$ cat config.mk
export PLATFORM = sky130hd
export DESIGN_NAME = fetch_stage_flat
export DESIGN_NICKNAME = d
export VERILOG_FILES = /design/src/rtl/fetch_stage_pkg.sv /design/src/rtl/fetch_stage_if.sv /design/src/rtl/instr_len_decode.sv /design/src/rtl/fetch_stage.sv /design/src/flat_wrapper.sv
export SDC_FILE = /design/constraint.sdc
export NUM_CORES = 1
export LEC_CHECK = 0
export CORE_MARGIN = 3
export CORE_UTILIZATION = 58
export CTS_BUF_LIST = sky130_fd_sc_hd__clkbuf_8
export DETAILED_ROUTE_END_ITERATION = 6
export PLACE_DENSITY = 0.88
export SETUP_SLACK_MARGIN = 0.2
export SLEW_MARGIN = 20
export SYNTH_ARGS = -nofsm -noshare
export SYNTH_HDL_FRONTEND = slang
export SYNTH_SLANG_ARGS = --single-unit
$ cat constraint.sdc
create_clock -name clk -period 2.8 [get_ports clk]
set_input_delay 0.84 -clock clk [delete_from_list [all_inputs] [get_ports clk]]
set_output_delay 0.84 -clock clk [all_outputs]
set_load 0.005 [all_outputs]
$ cat src/rtl/fetch_stage_pkg.sv
// rtl/fetch_stage_pkg.sv - opcode constants, masks and fetch state enum shared by fetch and decode
package fetch_stage_pkg;

  localparam int INSTR_DATA_W = 16;
  localparam int OPC_HI       = 15;
  localparam int OPC_LO       = 9;
  localparam int OPC_W        = OPC_HI - OPC_LO + 1;

  localparam logic [OPC_W-1:0] OPC_IADD  = 7'b0101000;
  localparam logic [OPC_W-1:0] MASK_IADD = 7'b1111111;
  localparam logic [OPC_W-1:0] OPC_LDM   = 7'b0111000;
  localparam logic [OPC_W-1:0] MASK_LDM  = 7'b1111000;
  localparam logic [OPC_W-1:0] OPC_LDD   = 7'b1010000;
  localparam logic [OPC_W-1:0] MASK_LDD  = 7'b1111000;
  localparam logic [OPC_W-1:0] OPC_STD   = 7'b1011000;
  localparam logic [OPC_W-1:0] MASK_STD  = 7'b1111000;
  localparam logic [OPC_W-1:0] OPC_HLT   = 7'b0000100;
  localparam logic [OPC_W-1:0] MASK_HLT  = 7'b1111100;

  typedef enum logic [2:0] {
    VEC_LO,
    VEC_HI,
    FETCH,
    IMM,
    HALT
  } fetch_state_t;

  function automatic logic opc_match(input logic [OPC_W-1:0] opc,
                                     input logic [OPC_W-1:0] val,
                                     input logic [OPC_W-1:0] mask);
    return (opc & mask) == val;
  endfunction

endpackage

$ cat src/rtl/fetch_stage_if.sv
// rtl/fetch_stage_if.sv - instruction memory, redirect/stall and IF/ID bundle of the fetch stage
interface fetch_stage_if import fetch_stage_pkg::*; #(
  parameter int ADDR_W = 32,
  parameter int DATA_W = INSTR_DATA_W
);
  logic [ADDR_W-1:0] imem_addr;
  logic [DATA_W-1:0] imem_rdata;
  logic              stall;
  logic              redirect_valid;
  logic [ADDR_W-1:0] redirect_pc;
  logic              if_valid;
  logic [DATA_W-1:0] if_instr;
  logic [DATA_W-1:0] if_imm;
  logic [ADDR_W-1:0] if_pc;
  logic              halted;

  modport master (
    output imem_addr, if_valid, if_instr, if_imm, if_pc, halted,
    input  imem_rdata, stall, redirect_valid, redirect_pc
  );

  modport slave (
    input  imem_addr, if_valid, if_instr, if_imm, if_pc, halted,
    output imem_rdata, stall, redirect_valid, redirect_pc
  );
endinterface

$ cat src/rtl/instr_len_decode.sv
// rtl/instr_len_decode.sv - flags opcodes that carry a trailing immediate word
module instr_len_decode import fetch_stage_pkg::*; (
  input  logic [OPC_W-1:0] opcode,
  output logic             two_word
);
  assign two_word = opc_match(opcode, OPC_IADD, MASK_IADD) |
                    opc_match(opcode, OPC_LDM,  MASK_LDM)  |
                    opc_match(opcode, OPC_LDD,  MASK_LDD)  |
                    opc_match(opcode, OPC_STD,  MASK_STD);
endmodule

$ cat src/rtl/fetch_stage.sv
// rtl/fetch_stage.sv - instruction fetch: reset vector load, 1/2-word assembly, redirect flush
// Optional HALT state on HLT opcodes is built when FETCH_HLT_EN is defined.
module fetch_stage import fetch_stage_pkg::*; #(
  parameter int                ADDR_W   = 32,
  parameter int                DATA_W   = INSTR_DATA_W,
  parameter logic [ADDR_W-1:0] VEC_ADDR = '0
) (
  input logic           clk,
  input logic           rst_n,
  fetch_stage_if.master bus
);
  localparam logic [ADDR_W-1:0] PC_ONE = ADDR_W'(1);

  fetch_state_t      state, state_n;
  logic [ADDR_W-1:0] pc, pc_n, hpc, hpc_n, out_pc, out_pc_n, vec_pc;
  logic [DATA_W-1:0] lo, lo_n, hold, hold_n, out_instr, out_instr_n, out_imm, out_imm_n;
  logic              out_valid, out_valid_n, two_word;
  logic [OPC_W-1:0]  opcode;
  logic [2*DATA_W-1:0] vec_word;

  assign opcode   = bus.imem_rdata[OPC_HI:OPC_LO];
  assign vec_word = {bus.imem_rdata, lo};

  instr_len_decode u_len (
    .opcode   (opcode),
    .two_word (two_word)
  );

  generate
    if (ADDR_W > 2*DATA_W) begin : g_vec_zext
      assign vec_pc = {{(ADDR_W-2*DATA_W){1'b0}}, vec_word};
    end else begin : g_vec_trunc
      assign vec_pc = vec_word[ADDR_W-1:0];
    end
  endgenerate

`ifdef FETCH_HLT_EN
  logic is_hlt;
  assign is_hlt     = opc_match(opcode, OPC_HLT, MASK_HLT);
  assign bus.halted = (state == HALT);
`else
  assign bus.halted = 1'b0;
`endif

  always_ff @(posedge clk or negedge rst_n) begin
    if (!rst_n) begin
      state     <= VEC_LO;
      pc        <= VEC_ADDR;
      lo        <= '0;
      hold      <= '0;
      hpc       <= '0;
      out_valid <= 1'b0;
      out_instr <= '0;
      out_imm   <= '0;
      out_pc    <= '0;
    end else begin
      state     <= state_n;
      pc        <= pc_n;
      lo        <= lo_n;
      hold      <= hold_n;
      hpc       <= hpc_n;
      out_valid <= out_valid_n;
      out_instr <= out_instr_n;
      out_imm   <= out_imm_n;
      out_pc    <= out_pc_n;
    end
  end

  always_comb begin
    state_n     = state;
    pc_n        = pc;
    lo_n        = lo;
    hold_n      = hold;
    hpc_n       = hpc;
    out_valid_n = out_valid;
    out_instr_n = out_instr;
    out_imm_n   = out_imm;
    out_pc_n    = out_pc;
    // A flush beats a stall, but only once the vector is loaded and never out of HALT.
    if (bus.redirect_valid && (state == FETCH || state == IMM)) begin
      pc_n        = bus.redirect_pc;
      out_valid_n = 1'b0;
      state_n     = FETCH;
    end else if (!bus.stall) begin
      case (state)
        VEC_LO: begin
          lo_n    = bus.imem_rdata;
          pc_n    = pc + PC_ONE;
          state_n = VEC_HI;
        end
        VEC_HI: begin
          pc_n    = vec_pc;
          state_n = FETCH;
        end
        FETCH: begin
          pc_n = pc + PC_ONE;
          if (two_word) begin
            hold_n      = bus.imem_rdata;
            hpc_n       = pc;
            out_valid_n = 1'b0;
            state_n     = IMM;
          end else begin
            out_instr_n = bus.imem_rdata;
            out_imm_n   = '0;
            out_pc_n    = pc;
            out_valid_n = 1'b1;
`ifdef FETCH_HLT_EN
            if (is_hlt) state_n = HALT;
`endif
          end
        end
        IMM: begin
          out_instr_n = hold;
          out_imm_n   = bus.imem_rdata;
          out_pc_n    = hpc;
          out_valid_n = 1'b1;
          pc_n        = pc + PC_ONE;
          state_n     = FETCH;
        end
`ifdef FETCH_HLT_EN
        HALT: begin
          out_valid_n = 1'b0;
        end
`endif
        default: begin
          state_n = VEC_LO;
        end
      endcase
    end
  end

  assign bus.imem_addr = pc;
  assign bus.if_valid  = out_valid;
  assign bus.if_instr  = out_instr;
  assign bus.if_imm    = out_imm;
  assign bus.if_pc     = out_pc;

endmodule

$ cat src/flat_wrapper.sv
// flat-port wrapper written by rule: the top's interface ports become plain ports
module fetch_stage_flat import fetch_stage_pkg::*;
#(
  parameter int                ADDR_W   = 32,
  parameter int                DATA_W   = INSTR_DATA_W,
  parameter logic [ADDR_W-1:0] VEC_ADDR = '0
)
  (clk, rst_n, bus_imem_addr, bus_if_valid, bus_if_instr, bus_if_imm, bus_if_pc, bus_halted, bus_imem_rdata, bus_stall, bus_redirect_valid, bus_redirect_pc);
  fetch_stage_if #(.ADDR_W(ADDR_W), .DATA_W(DATA_W)) bus_i ();
  input logic clk;
  input logic rst_n;
  output wire logic [$bits(bus_i.imem_addr)-1:0] bus_imem_addr;
  output wire logic [$bits(bus_i.if_valid)-1:0] bus_if_valid;
  output wire logic [$bits(bus_i.if_instr)-1:0] bus_if_instr;
  output wire logic [$bits(bus_i.if_imm)-1:0] bus_if_imm;
  output wire logic [$bits(bus_i.if_pc)-1:0] bus_if_pc;
  output wire logic [$bits(bus_i.halted)-1:0] bus_halted;
  input wire logic [$bits(bus_i.imem_rdata)-1:0] bus_imem_rdata;
  input wire logic [$bits(bus_i.stall)-1:0] bus_stall;
  input wire logic [$bits(bus_i.redirect_valid)-1:0] bus_redirect_valid;
  input wire logic [$bits(bus_i.redirect_pc)-1:0] bus_redirect_pc;
  assign bus_imem_addr = bus_i.imem_addr;
  assign bus_if_valid = bus_i.if_valid;
  assign bus_if_instr = bus_i.if_instr;
  assign bus_if_imm = bus_i.if_imm;
  assign bus_if_pc = bus_i.if_pc;
  assign bus_halted = bus_i.halted;
  assign bus_i.imem_rdata = bus_imem_rdata;
  assign bus_i.stall = bus_stall;
  assign bus_i.redirect_valid = bus_redirect_valid;
  assign bus_i.redirect_pc = bus_redirect_pc;
  fetch_stage #(.ADDR_W(ADDR_W), .DATA_W(DATA_W), .VEC_ADDR(VEC_ADDR)) u_core (.clk(clk), .rst_n(rst_n), .bus(bus_i));
endmodule
==> results.md, run 1 <==
Hold path:
- The class of the worst hold path is input port to asynchronous set/reset pin.

Yosys:
- The count of warnings emitted by yosys is 0.
- In the synthesized netlist the async set-or-reset flop fraction comes to 100%.
- Counting every net in the synthesized netlist gives between 700 and 800.
- Yosys attributes the largest share of cell area to dfrtp_1 52%, o21ai_0 8.9%, mux2i_1 6.3%.
- The synthesized design contains around 160 register bits.
- The number of flops mapped to enable cells by yosys is 0.
- The post-synthesis area per instance is 10.6 µm².
- The share of the Yosys chip area taken by registers is 51.5%.
- The cell area that synthesis handed to floorplanning was about 7900 µm².
- The synthesized netlist cell count is about 740.
- The most common flop cell mapped by yosys is dfrtp_1.
- Yosys mapped the design onto 61 distinct sky130hd cell types.
- The library cell occupying the most area in the post-synthesis netlist is dfrtp_1.
- The top cell type's share of synthesized area is roughly 52%.

Timing:
- Based on the critical path, the design can be clocked at up to 407 MHz.
- The final cycle utilization of the critical path is around 88%.
- The number of slew-limit violations in the final report is 0.
- Setup repair after global routing left no endpoint under its margin.
- The worst clock skew is about 0.016 ns.
- The max-slew headroom at the worst pin is 25.4%.
- Subtracting the final worst setup slack from the clock period gives ~2.5 ns.
- The final number of setup-violating endpoints is 0.
- The final-layout worst hold slack is approximately 0.36 ns.
- At the pin with the least slew margin, the transition time is between 1 and 1.5 ns.
- The final number of hold-violating endpoints is 0.

Floorplanning:
- The site row count is 42.
- The initial core utilization is 59.5%.
- The vertical extent of the die is 123 µm.
- In this run the horizontal extent of the chip is about 120 µm.
- The core box area is around 13000 µm².
- The top-level port count is 150.
- The floorplan step defined a die boundary enclosing between 15000 and 20000 µm².

Critical path:
- The slowest stage cell on the critical path is clkdlybuf4s50_1.
- The total buffers and inverters traversed by the critical path is 1.
- The worst setup path is of the register to output port kind.
- The data arrival time of the critical path is 1.62 ns.
- The startpoint kind of the worst setup timing path is a register.
- Grouping stages by cell kind, the critical path spends the most delay in buffers and inverters.
- The largest incremental delay on the critical path is between 0.5 and 0.6 ns.
- The critical path goes through clkdlybuf4s50_1.
- The type of element capturing the critical path is an output port.
- STA puts the critical path data required time at between 1.5 and 2 ns.
- Along the worst path, the maximum fanout reaches 9.

Pwr:
- The clock network burns ~22% of the power.
- The share of total power dissipated in sequential elements is a little under half.
- The net switching component of the power is between 2000 and 3000 µW.
- The largest vdd supply drop is approximately 0.45 mV.
- The fraction of power spent switching nets is 30.8%.
- The cell-internal power is about 5800 µW.
- The power density of the placed cells is 831 nW/µm².
- The total power is 8420 µW.
- The share of total power in combinational logic is between 30% and 40%.
- The standby leakage power is 0.00440 µW.

Run status:
- The run finished with clean final reports.

Global routing:
- Entering global routing, the biggest net connects 65 pins.
- The via count of the first global-routing pass is between 6000 and 7000.
- In the global route stage, overall resource usage came out at 30.3%.
- The total overflow left after global routing is 0.
- The number of antenna violations at the first check in global routing is 0.
- The global-route wire length before repair is around 35 mm.

Flow run:
- Across the run, the number of max-cap violations was 0.

Clock tree:
- Buffers added to address setup during post-CTS repair amount to 0.
- The post-CTS resize count is 0.
- TritonCTS built the clock tree.
- For this design, the CTS-stage hold fixing added 0 buffers.
- The number of sinks driven by the clock tree is about 160.
- The clock tree buffer depth is 2.
- For the worst-skew pair, the clock arrives at the later sink with an insertion delay of 0.47 ns.
- The H-tree depth is 4.
- The buffer type at the clock tree root is clkbuf_8.
- The CTS clock-pin slew for the worst setup and hold paths is ~0.090 ns.
- Clock tree synthesis inserted a total of 17 buffers.

Drt:
- The total DRC errors in the routed layout is 0.
- In this run the remaining antenna-violating nets after routing total 0.
- The routed length per placed instance is approximately 20 µm.
- The detailed router finished its first iteration with approximately 520 violations.
- The via count is roughly 6600.
- For this run, the detailed router's first-pass iteration total came to 6.
- After detailed routing, the number of vias per cell comes to approximately 6.2.
- The routed wire length is between 20 and 25 mm.

Layout:
- The area growth from synthesis to layout is 27.9%.
- The share of the core filled with cells in the final layout is between 70% and 80%.
- In the final layout, the share of cells above drive strength 1 is approximately 15%.
- The number of fillers in the final layout is 855.
- The total number of nets in the final design is ~940.
- The final antenna diode count is 0.

Place:
- During placement, the flow inserted port buffers numbering approximately 150.
- The global placer's final weighted congestion is approximately 0.94.
- The HPWL after detailed placement is about 15 mm.
[power groups by stage]
stage	Combinational (µW)	Sequential, µW	Clock (µW)
2_1_floorplan	1370	3720	0
3_3_place_gp	2540	3870	0
3_5_place_dp	2650	3920	0
4_1_cts	2670	3890	1870
5_1_grt	2900	4020	1980
6_report	2650	3910	1860
[through the flow]
step	TNS, ns	cell area (µm²)	worst slack (ns)	cells
finish	0	10100	0.342	1075
detailed placement	-0.275	9700	-0.0397	1043
floorplan	0	7920	0.552	744
global placement	0	9700	0.0511	1043
CTS	0	10100	0.316	1075
global route	0	10100	0.290	1075
[registers in the layout, indices dropped and copies added, names as in the netlist]
register	flops
u_core.lo	16
u_core.bus.if_instr	16
u_core.bus.if_imm	16
u_core.bus.if_pc	32
u_core.bus.imem_addr	32
u_core.bus.if_valid	1
u_core.hpc	32
u_core.state	2
u_core.hold	16
[cell usage in the layout, fill, tap and decap left out, types with 4 or more instances in the layout]
| cell | Yosys | final |
|---|---|---|
| nand4_1 | 9 | 9 |
| dfrtp_1 | 163 | 163 |
| o21ai_0 | 140 | 140 |
| o211ai_1 | 16 | 16 |
| nor3_1 | 12 | 12 |
| mux2_4 | 9 | 9 |
| a22o_1 | 16 | 16 |
| xnor2_1 | 16 | 16 |
| nand3_1 | 17 | 17 |
| mux2_2 | 44 | 44 |
| a21oi_1 | 15 | 15 |
| clkdlybuf4s50_1 | 0 | 146 |
| and3_1 | 7 | 7 |
| clkbuf_8 | 0 | 19 |
| and4_1 | 5 | 5 |
| buf_12 | 0 | 7 |
| inv_1 | 5 | 8 |
| bufinv_16 | 0 | 4 |
| mux2i_1 | 50 | 50 |
| a211oi_1 | 4 | 4 |
| o21ai_1 | 5 | 5 |
| nor2_1 | 27 | 27 |
| mux2_1 | 10 | 10 |
| nand2_1 | 60 | 59 |
| clkinv_2 | 0 | 4 |
| buf_4 | 3 | 31 |
| nor4_1 | 4 | 4 |
[cells in the mapped netlist (15+ instances only)]
cell	n
o21ai_0	140
dfrtp_1	163
nand3_1	17
mux2_2	44
buf_2	19
nor2_1	27
xnor2_1	16
a21oi_1	15
a22o_1	16
mux2i_1	50
o211ai_1	16
nand2_1	60
clkbuf_1	30
[area by class of cell]
type	instances	area (µm²)	share of cell area, %
tap	176	220	2.17
clock inverter	13	166	1.64
timing repair buffer	186	1850	18.3
multi-input combinational	512	3530	34.8
sequential	163	4080	40.3
inverter	6	22.5	0.222
clock buffer	19	262	2.58
[cells by family after synthesis]
logic type	after synthesis	synth area share, %
compound gates	214	15.7
xor+xnor	19	2.10
fa+ha+maj	1	0.158
buf+inv	69	4.09
flops	163	51.5
mux	113	15.7
other cells	1	0.0474
simple gates	164	10.7
[final timing paths]
path	cells after the start	end	startpoint	slack [ns]
max in group asynchronous	2	u_core.hpc[26]$_DFFE_PN0P_	rst_n	1.75
max	1	bus_imem_addr[17]	u_core.bus.imem_addr[17]$_DFFE_PN0P_	0.34
min	1	u_core.bus.imem_addr[9]$_DFFE_PN0P_	rst_n	0.36
min reg2reg	1	u_core.hpc[14]$_DFFE_PN0P_	u_core.hpc[14]$_DFFE_PN0P_	0.49
max reg2reg	6	u_core.bus.imem_addr[26]$_DFFE_PN0P_	u_core.bus.imem_addr[0]$_DFFE_PN0P_	0.71
min in group clk	1	u_core.hpc[14]$_DFFE_PN0P_	u_core.hpc[14]$_DFFE_PN0P_	0.49
[routing by layer]
layer / wire (µm) / global-route usage, % / up-vias
li1: - / - / 2965
met1: 9060 / 41.9 / 3264
met2: 10600 / 47.5 / 356
met3: 1790 / 7.05 / 44
met4: 508 / 9.87 / 0
met5: 0 / 0 / -
(Power assumes the default switching activity.)
==> run 2, diff against run 1 <==
--- a/config.mk
+++ b/config.mk
@@ -10,6 +10,7 @@
 export CTS_BUF_LIST = sky130_fd_sc_hd__clkbuf_8
 export DETAILED_ROUTE_END_ITERATION = 6
 export PLACE_DENSITY = 0.88
+export RECOVER_POWER = 100
 export SETUP_SLACK_MARGIN = 0.2
 export SLEW_MARGIN = 20
 export SYNTH_ARGS = -nofsm -noshare
==> run 2 against run 1 <==
Highest routed layer unchanged. Flip-flop and latch count is the same. Clock skew is essentially flat. Total power shrank 2.7%. The flow now finishes with violations (max-capacitance violations, max-slew violations). Clock power is essentially flat. Non-clock buffer count is the same. Cell area shrank 0.68%. Combinational power shrank 7.9%. Sequential power is essentially flat. First-iteration DRC count shrank 3.3%. Critical path depth grew 5. Largest cell class unchanged. Global-route usage is the same. Final cell count is the same.
==> results.md, run 2 (same netlist as run 1, synthesis figures left out) <==
Run status:
- The flow ran to the end, but the final reports show violations.
- The checks that failed: max-capacitance violations, max-slew violations.

Timing:
- Setup repair after global routing left no endpoint under its margin.
- The max-slew headroom at the worst pin is -12.6% (-38 points).
- The final number of setup-violating endpoints is 0 (unchanged).
- The worst clock skew is 0.0152 ns (-0.000391 ns).
- The final cycle utilization of the critical path is 90.8% (+3.0 points).
- The final number of hold-violating endpoints is 0 (unchanged).
- The final-layout worst hold slack is 0.487 ns (+0.123 ns).
- The highest attainable clock frequency came to 393 MHz (-3.3%).
- The number of slew-limit violations in the final report came to 63 (+63).
- The shortest period the worst path allows was 2.54 ns (+0.0851 ns).
- The transition time at the pin with the least slew margin is 1.69 ns (+0.573 ns).

Layout:
- The fraction of final layout cells with drive strength greater than 1 is 13.8% (-1.7 points).
- The post-layout instance area was 10100 µm² (-0.68%).
- The top cell types in the final layout, fill and taps aside, are 163 x dfrtp_1, 142 x o21ai_0, 99 x dlygate4sd3_1.
- The area occupied by multi-input gates is 3480 µm² (-1.2%).
- The post-synthesis to final-layout area growth is 27.0%.
- The commonest non-fill, non-tap cell in the layout is dfrtp_1.
- The number of fillers in the final layout is 872 (+2.0%).
- The register area is 4080 µm² (unchanged).
- The total number of nets in the final design is 939 (unchanged).
- The final antenna diode count is 0 (unchanged).

Place:
- The total cell area at the placement stage is 9700 µm² (unchanged).
- The global placer's final weighted congestion was 0.937 (unchanged).
- The HPWL after detailed placement is 15.3 mm (unchanged).
- The quantity of I/O buffers inserted on ports is 148 (unchanged).

Drt:
- The detail-routed via count per cell is 6.17 (about the same).
- The length of the first detailed-routing pass in iterations is 5 (-1).
- The total DRC errors in the routed layout is 0 (unchanged).
- The routed length per placed instance is 20.4 µm (about the same).
- The via count is 6634 (+0.075%).
- The remaining number of nets flagged by the antenna check after routing is 0 (unchanged).
- The routed wire length came to 21.9 mm (about the same).
- The violation count after the first detailed-routing iteration came to 498 (-3.3%).

Critical path:
- Traced cell by cell, the critical path runs through dlygate4sd3_1 -> nand2_1 -> clkbuf_2 -> nand2_1 -> a211oi_1 -> nor3_1.
- The largest incremental delay on the critical path is 0.60 ns (+0.02 ns).
- The required time of the critical path is 3.15 ns (+1.19 ns).
- The data arrival time of the critical path is 2.89 ns (+1.27 ns).
- The type of the setup path with the least slack is input port to register.
- Among the stages of the critical path, the cell type that occurs most often is nand2_1.
- The highest net fanout along the worst path was 22 (+13).
- Broken down by cell family, the worst path's largest delay share belongs to buffers and inverters.
- The worst setup path is captured at a register.
- The slack of the worst reg-to-reg path is 0.67 ns (-0.04 ns).
- The total buffers and inverters traversed by the critical path is 2 (+1).
- The slowest stage cell on the critical path is dlygate4sd3_1.
- The worst setup path is launched from an input port.

Clock tree:
- The CTS clock-pin slew for the worst setup and hold paths is 0.08 ns (about the same).
- TritonCTS built the clock tree.
- The post-CTS setup buffer count was 0 (unchanged).
- The post-CTS resize count was 0 (unchanged).
- The number of buffers inserted for hold repair after clock tree synthesis is 0 (unchanged).
- The clock latency of the later-clocked register in the worst-skew pair came to 0.47 ns (about the same).
- The buffer type at the clock tree root is clkbuf_8.
- The number of buffers inserted during clock tree synthesis was 17 (unchanged).
- The H-tree depth is 4 (unchanged).
- The number of sinks driven by the clock tree is 163 (unchanged).
- The clock tree buffer depth was 2 (unchanged).

Global routing:
- The overall routing resource usage was 30.3% (unchanged).
- The overflow left after global routing came to 0 (unchanged).
- The largest net degree at the start of global routing is 65 (unchanged).
- The via count of the first global-routing pass is 6577 (unchanged).
- The number of antenna violations at the first check in global routing is 0 (unchanged).
- The global-route wire length before repair is 35.1 mm (unchanged).

Floorplanning:
- The width of the die came to 123 µm (unchanged).
- The core box area is 13300 µm² (unchanged).
- The vertical extent of the die came to 123 µm (unchanged).
- The site row count is 42 (unchanged).
- The initial core utilization is 59.5% (unchanged).
- The die footprint is 15100 µm² (unchanged).
- The top-level port count is 150 (unchanged).

Pwr:
- The total power came to 8190 µW (-2.7%).
- The power density of the placed cells is 814 nW/µm² (-2.1%).
- The standby leakage power is 0.00449 µW (+2.0%).
- The largest vdd supply drop came to 0.440 mV (-1.8%).

Hold path:
- The min-delay analysis places its worst path in the category register to register.

Flow run:
- The count of max-cap constraint violations is 1 (+1).
## run 2: changes by cell type in the layout (fill, tap and decap cells not counted), moves of 4 or more
cell | before | now
clkbuf_1 | 0 | 4
clkbuf_2 | 0 | 4
clkdlybuf4s50_1 | 146 | 47
buf_4 | 31 | 24
mux2_1 | 10 | 17
dlygate4sd3_1 | 0 | 99
mux2_4 | 9 | 2
## run 2: cell type report
class / instances / area share [%]
multi-input cells: 512 / 34.6
well taps: 176 / 2.19
clock inverters: 13 / 1.65
repair buffers: 186 / 18.1
flip-flops and latches: 163 / 40.6
clock buffers: 19 / 2.60
inverters: 6 / 0.224
## run 2: power breakdown
part           internal (µW)  leakage, µW  switching [µW]  total (µW)
clock network           1000     0.000225             856        1860
logic                   1410      0.00226            1040        2440
registers               3210      0.00200             677        3890
## run 2: stage by stage
stage,setup slack (ns),utilization (%),setup TNS (ns),std cells
2_1_floorplan,0.552,-,0,744
3_3_place_gp,0.0511,72.9,0,1043
3_5_place_dp,-0.0397,72.9,-0.275,1043
4_1_cts,0.316,76.2,0,1075
5_1_grt,0.180,75.6,0,1075
6_report,0.257,75.6,0,1075
## run 2: metal layers
metal | vias to the layer above | GRT usage, % | part of all wire [%]
met4 | 0 | 9.87 | 2.2
met2 | 321 | 47.5 | 48
met5 | - | 0 | 0
met1 | 3294 | 41.9 | 42
met3 | 49 | 7.05 | 7.5
li1 | 2970 | - | -
## run 2: final timing paths
| path | startpoint | endpoint | cells after the start |
|---|---|---|---|
| max in group asynchronous | rst_n | u_core.bus.if_imm[6]$_DFFE_PN0P_ | 2 |
| worst max register to register | u_core.bus.imem_addr[0]$_DFFE_PN0P_ | u_core.bus.imem_addr[26]$_DFFE_PN0P_ | 6 |
| worst min-delay path | u_core.hpc[14]$_DFFE_PN0P_ | u_core.hpc[14]$_DFFE_PN0P_ | 1 |
| worst max-delay path | bus_redirect_valid | u_core.bus.imem_addr[23]$_DFFE_PN0P_ | 6 |
| worst min register to register | u_core.hpc[14]$_DFFE_PN0P_ | u_core.hpc[14]$_DFFE_PN0P_ | 1 |
| min in group asynchronous | rst_n | u_core.bus.imem_addr[9]$_DFFE_PN0P_ | 1 |
==> run 3, diff against run 2 <==
--- a/config.mk
+++ b/config.mk
@@ -5,6 +5,7 @@
 export SDC_FILE = /design/constraint.sdc
 export NUM_CORES = 1
 export LEC_CHECK = 0
+export CAP_MARGIN = 40
 export CORE_MARGIN = 3
 export CORE_UTILIZATION = 58
 export CTS_BUF_LIST = sky130_fd_sc_hd__clkbuf_8
@@ -15,4 +16,5 @@
 export SLEW_MARGIN = 20
 export SYNTH_ARGS = -nofsm -noshare
 export SYNTH_HDL_FRONTEND = slang
+export SYNTH_HIERARCHICAL = 1
 export SYNTH_SLANG_ARGS = --single-unit
==> run 3 against run 2 <==
The flow now finishes without violations. Non-clock buffer count is 1 lower. Clock skew fell by 0.0020 ns. Flip-flop and latch count unchanged. First-iteration DRC count increased by 22%.
==> results.md, run 3 <==
Hold path:
- The hold-critical path depth is 2 (+1).
- The startpoint identified for the worst hold timing path is u_core/bus.if_imm[13]$_DFFE_PN0P_.
- The endpoint of the worst hold-timing path is u_core/bus.if_imm[13]$_DFFE_PN0P_.
- The worst hold path belongs to the class register to register.

Critical path:
- The worst reg2reg path startpoint is u_core/bus.imem_addr[0]$_DFFE_PN0P_.
- The required time of the critical path came to 3.17 ns (+0.02 ns).
- The slack of the worst reg-to-reg path came to 0.31 ns (-0.36 ns).
- STA classifies the critical path startpoint as an input port.
- The total buffers and inverters traversed by the critical path is 3 (+1).
- The slowest stage cell on the critical path is dlygate4sd3_1.
- The highest net fanout along the worst path is 20 (-9.1%).
- The count of cells along the worst register-to-register path is 7 (+1).
- The largest incremental delay on the critical path is 0.62 ns (+0.02 ns).
- The largest delay contributor family on the critical path is buffers and inverters.
- Traced cell by cell, the critical path runs through dlygate4sd3_1 -> nand3b_1 -> o21ai_0 -> a21o_1 -> nor2b_1 -> nor3_2 -> clkbuf_1 -> buf_12 -> nor2_1 -> a31oi_1.
- The reg-to-reg endpoint is u_core/bus.imem_addr[30]$_DFFE_PN0P_.
- Tracing the worst setup path back leads to its startpoint at bus_imem_rdata[15].
- The critical path in this run is classified as input port to register.
- The data arrival time of the critical path came to 2.99 ns (+0.10 ns).
- The type of element capturing the critical path is a register.

Drt:
- The violation count after the first detailed-routing iteration is 607 (+22%).
- The routed wire length was 21.7 mm (-0.91%).
- The detail-routed via count per cell is 6.05 (-1.9%).
- The remaining number of nets flagged by the antenna check after routing came to 0 (unchanged).
- The total DRC errors in the routed layout is 0 (unchanged).
- The length of the first detailed-routing pass in iterations is 5 (unchanged).
- The via count was 6842 (+3.1%).
- The routed length per placed instance was 19.2 µm (-5.7%).

Clock tree:
- Clock tree synthesis selected as its root buffer the cell clkbuf_8.
- TritonCTS built the clock tree.
- The number of sinks driven by the clock tree is 163 (unchanged).
- The post-CTS resize count was 0 (unchanged).
- The clock tree buffer depth is 2 (unchanged).
- The CTS clock-pin slew for the worst setup and hold paths was 0.09 ns (about the same).
- The H-tree depth was 4 (unchanged).
- The number of buffers inserted during clock tree synthesis is 17 (unchanged).
- The number of buffers inserted for hold repair after clock tree synthesis is 0 (unchanged).
- The post-CTS setup buffer count was 0 (unchanged).
- The clock latency of the later-clocked register in the worst-skew pair is 0.46 ns (about the same).

Timing:
- The final number of setup-violating endpoints came to 0 (unchanged).
- Setup repair after global routing left no endpoint under its margin.
- The worst clock skew is 0.0132 ns (-0.00203 ns).
- The number of slew-limit violations in the final report is 0 (-100%).
- The transition time at the pin with the least slew margin is 1.24 ns (-0.449 ns).
- The highest attainable clock frequency came to 382 MHz (-2.8%).
- The final number of hold-violating endpoints is 0 (unchanged).
- The shortest period the worst path allows is 2.62 ns (+0.0720 ns).
- The max-slew headroom at the worst pin is 17.4% (+30 points).
- The final cycle utilization of the critical path is 93.4% (+2.6 points).

Yosys:
- By instance count, the leading cell after synthesis is nand2_1.
- The most common flop cell mapped by yosys is dfrtp_1.
- The library cell occupying the most area in the post-synthesis netlist is dfrtp_1.
- The top cell type's share of synthesized area was 52.3% (+0.73 points).
- The count of warnings emitted by yosys was 6 (+6).
- The number of synthesized register bits is 163 (unchanged).
- The post-synthesis area per instance is 9.63 µm² (-9.5%).
- In the post-synthesis netlist, the biggest area contributors are dfrtp_1 52%, mux2_2 8.9%, nand2_1 8.7%.
- The count of unique library cells instantiated by Yosys is 56 (-8.2%).
- The sequential fraction of the synthesis area came to 52.3% (+0.73 points).
- The share of flip-flops with an asynchronous set or reset after synthesis came to 100% (unchanged).
- The net count after synthesis is 864 (+8.4%).
- The number of flops mapped to enable cells by yosys is 0 (unchanged).
- The commonest cells after synthesis are 181 x nand2_1, 163 x dfrtp_1, 70 x nor2_1.
- The synthesized netlist cell count came to 811 (+9.0%).
- The post-synthesis cell area is 7810 µm² (-1.4%).

Global routing:
- The overall routing resource usage was 29.7% (-0.53 points).
- The met2 capacity usage during global routing was 48.7% (+1.2 points).
- The routing usage on met3 was 5.62% (-1.4 points).
- The via count of the first global-routing pass is 6439 (-2.1%).
- The overflow left after global routing is 0 (unchanged).
- The met1 demand-to-capacity share in global routing came to 38.6% (-3.3 points).
- The number of antenna violations at the first check in global routing is 0 (unchanged).
- The largest net degree at the start of global routing is 73 (+12%).
- The global-route wire length before repair was 33.9 mm (-3.4%).
- The layer with the highest usage is met2.

Layout:
- The fraction of final layout cells with drive strength greater than 1 is 13.8% (-0.014 points).
- The post-layout instance area is 9970 µm² (-0.85%).
- The final standard cell count with taps included and fillers excluded is 1130 (+5.1%).
- The commonest non-fill, non-tap cell in the layout is nand2_1.
- In the layout the commonest cells are 181 x nand2_1, 163 x dfrtp_1, 98 x dlygate4sd3_1.
- The final antenna diode count is 0 (unchanged).
- Compared with the post-synthesis result, the final layout area differs by 27.7%.
- The total number of nets in the final design is 998 (+6.3%).

Pwr:
- The standby leakage power is 0.00437 µW (-2.7%).
- The largest vdd supply drop was 0.558 mV (+27%).
- The cell-internal power came to 6150 µW (+9.4%).
- The fraction of power spent switching nets was 32.2% (+0.80 points).
- The share of total power in combinational logic was 31.2% (+1.4 points).
- The portion of total power attributed to the clock network is 23.9% (+1.2 points).
- The net switching component of the power came to 2920 µW (+14%).
- The portion of total power attributed to sequential cells is 44.9% (-2.6 points).
- The power density of the placed cells was 909 nW/µm² (+12%).

Floorplanning:
- The core box area is 12900 µm² (-3.2%).
- The site row count is 41 (-2.4%).
- The vertical extent of the die is 122 µm (-0.66%).
- The die footprint is 14900 µm² (-1.3%).
- The initial core utilization came to 60.6% (+1.1 points).
- The top-level port count is 150 (unchanged).
- The width of the die is 122 µm (-0.66%).

Place:
- The quantity of I/O buffers inserted on ports is 148 (unchanged).
- The global placer's final weighted congestion is 0.887 (-5.3%).
- The cell total after placement is 1098 (+5.3%).
- The total cell area at the placement stage came to 9570 µm² (-1.4%).
- The HPWL after detailed placement is 14.6 mm (-5.0%).

Flow run:
- The count of max-cap constraint violations is 0 (-1).

Run status:
- The run finished with clean final reports.
[run 3: power by group through the flow]
| stage | sequential [µW] | combinational [µW] | clock, µW |
|---|---|---|---|
| floorplan | 3880 | 1560 | 0 |
| global placement | 4060 | 2890 | 0 |
| finish | 4070 | 2830 | 2170 |
| CTS | 4080 | 3050 | 2180 |
| global route | 4190 | 3100 | 2280 |
| detailed placement | 4100 | 3010 | 0 |
[run 3: layer usage]
| metal | share of wire (%) | up-vias |
|---|---|---|
| met5 | 0 | - |
| met4 | 3.6 | 0 |
| met3 | 7.8 | 52 |
| met2 | 49 | 361 |
| met1 | 39 | 3328 |
| li1 | - | 3101 |
[run 3: per-stage QoR]
step | setup slack (ns) | hold slack, ns | utilization (%) | setup TNS, ns | total power (µW)
2_1_floorplan | 0.565 | 0.450 | - | 0 | 5440
3_3_place_gp | 0.00640 | 0.451 | 74.3 | 0 | 6950
3_5_place_dp | -0.0795 | 0.455 | 74.3 | -2.07 | 7120
4_1_cts | 0.334 | 0.305 | 78.3 | 0 | 9310
5_1_grt | 0.124 | 0.497 | 77.4 | 0 | 9570
6_report | 0.185 | 0.466 | 77.4 | 0 | 9060
[run 3: kinds of logic after synthesis]
group | after synthesis | synth area share, %
adders and majority gates | 1 | 0.160
DFF | 163 | 52.3
and+or+nand+nor | 344 | 20.0
xor gates and xnor gates | 16 | 1.80
other | 1 | 0.0480
muxes | 65 | 9.33
AOI/OAI and AO/OA | 147 | 12.0
buffers and inverters | 74 | 4.44
[run 3: cell type report]
type | count | area, µm²
clock buffers | 19 | 262
clock inverters | 13 | 253
fillers | 823 | 2900
inverters | 4 | 15.0
multi-input cells | 574 | 3350
flip-flops and latches | 163 | 4080
well taps | 172 | 215
repair buffers | 185 | 1800
[run 3: worst max path at each step]
| stage | to | cells after the start | slack (ns) |
|---|---|---|---|
| after floorplan | u_core/bus.if_imm[10]$_DFFE_PN0P_ | 9 | 0.56 |
| after global placement | u_core/bus.if_instr[12]$_DFFE_PN0P_ | 10 | 0.006 |
| after detailed placement | u_core/bus.if_pc[28]$_DFFE_PN0P_ | 9 | -0.08 |
| after CTS | bus_imem_addr[4] | 1 | 0.33 |
| after global routing | u_core/bus.if_pc[5]$_DFFE_PN0P_ | 10 | 0.12 |
| final | u_core/bus.if_pc[10]$_DFFE_PN0P_ | 10 | 0.18 |
[run 3: worst register-to-register path, stage by stage (launching register included)]
cell	delay, ns
dfrtp_1	0.53
ha_1	0.27
nand3_1	0.13
nor4_1	0.27
clkbuf_1	0.53
nand3_1	0.18
xnor2_1	0.17
a221o_1	0.31
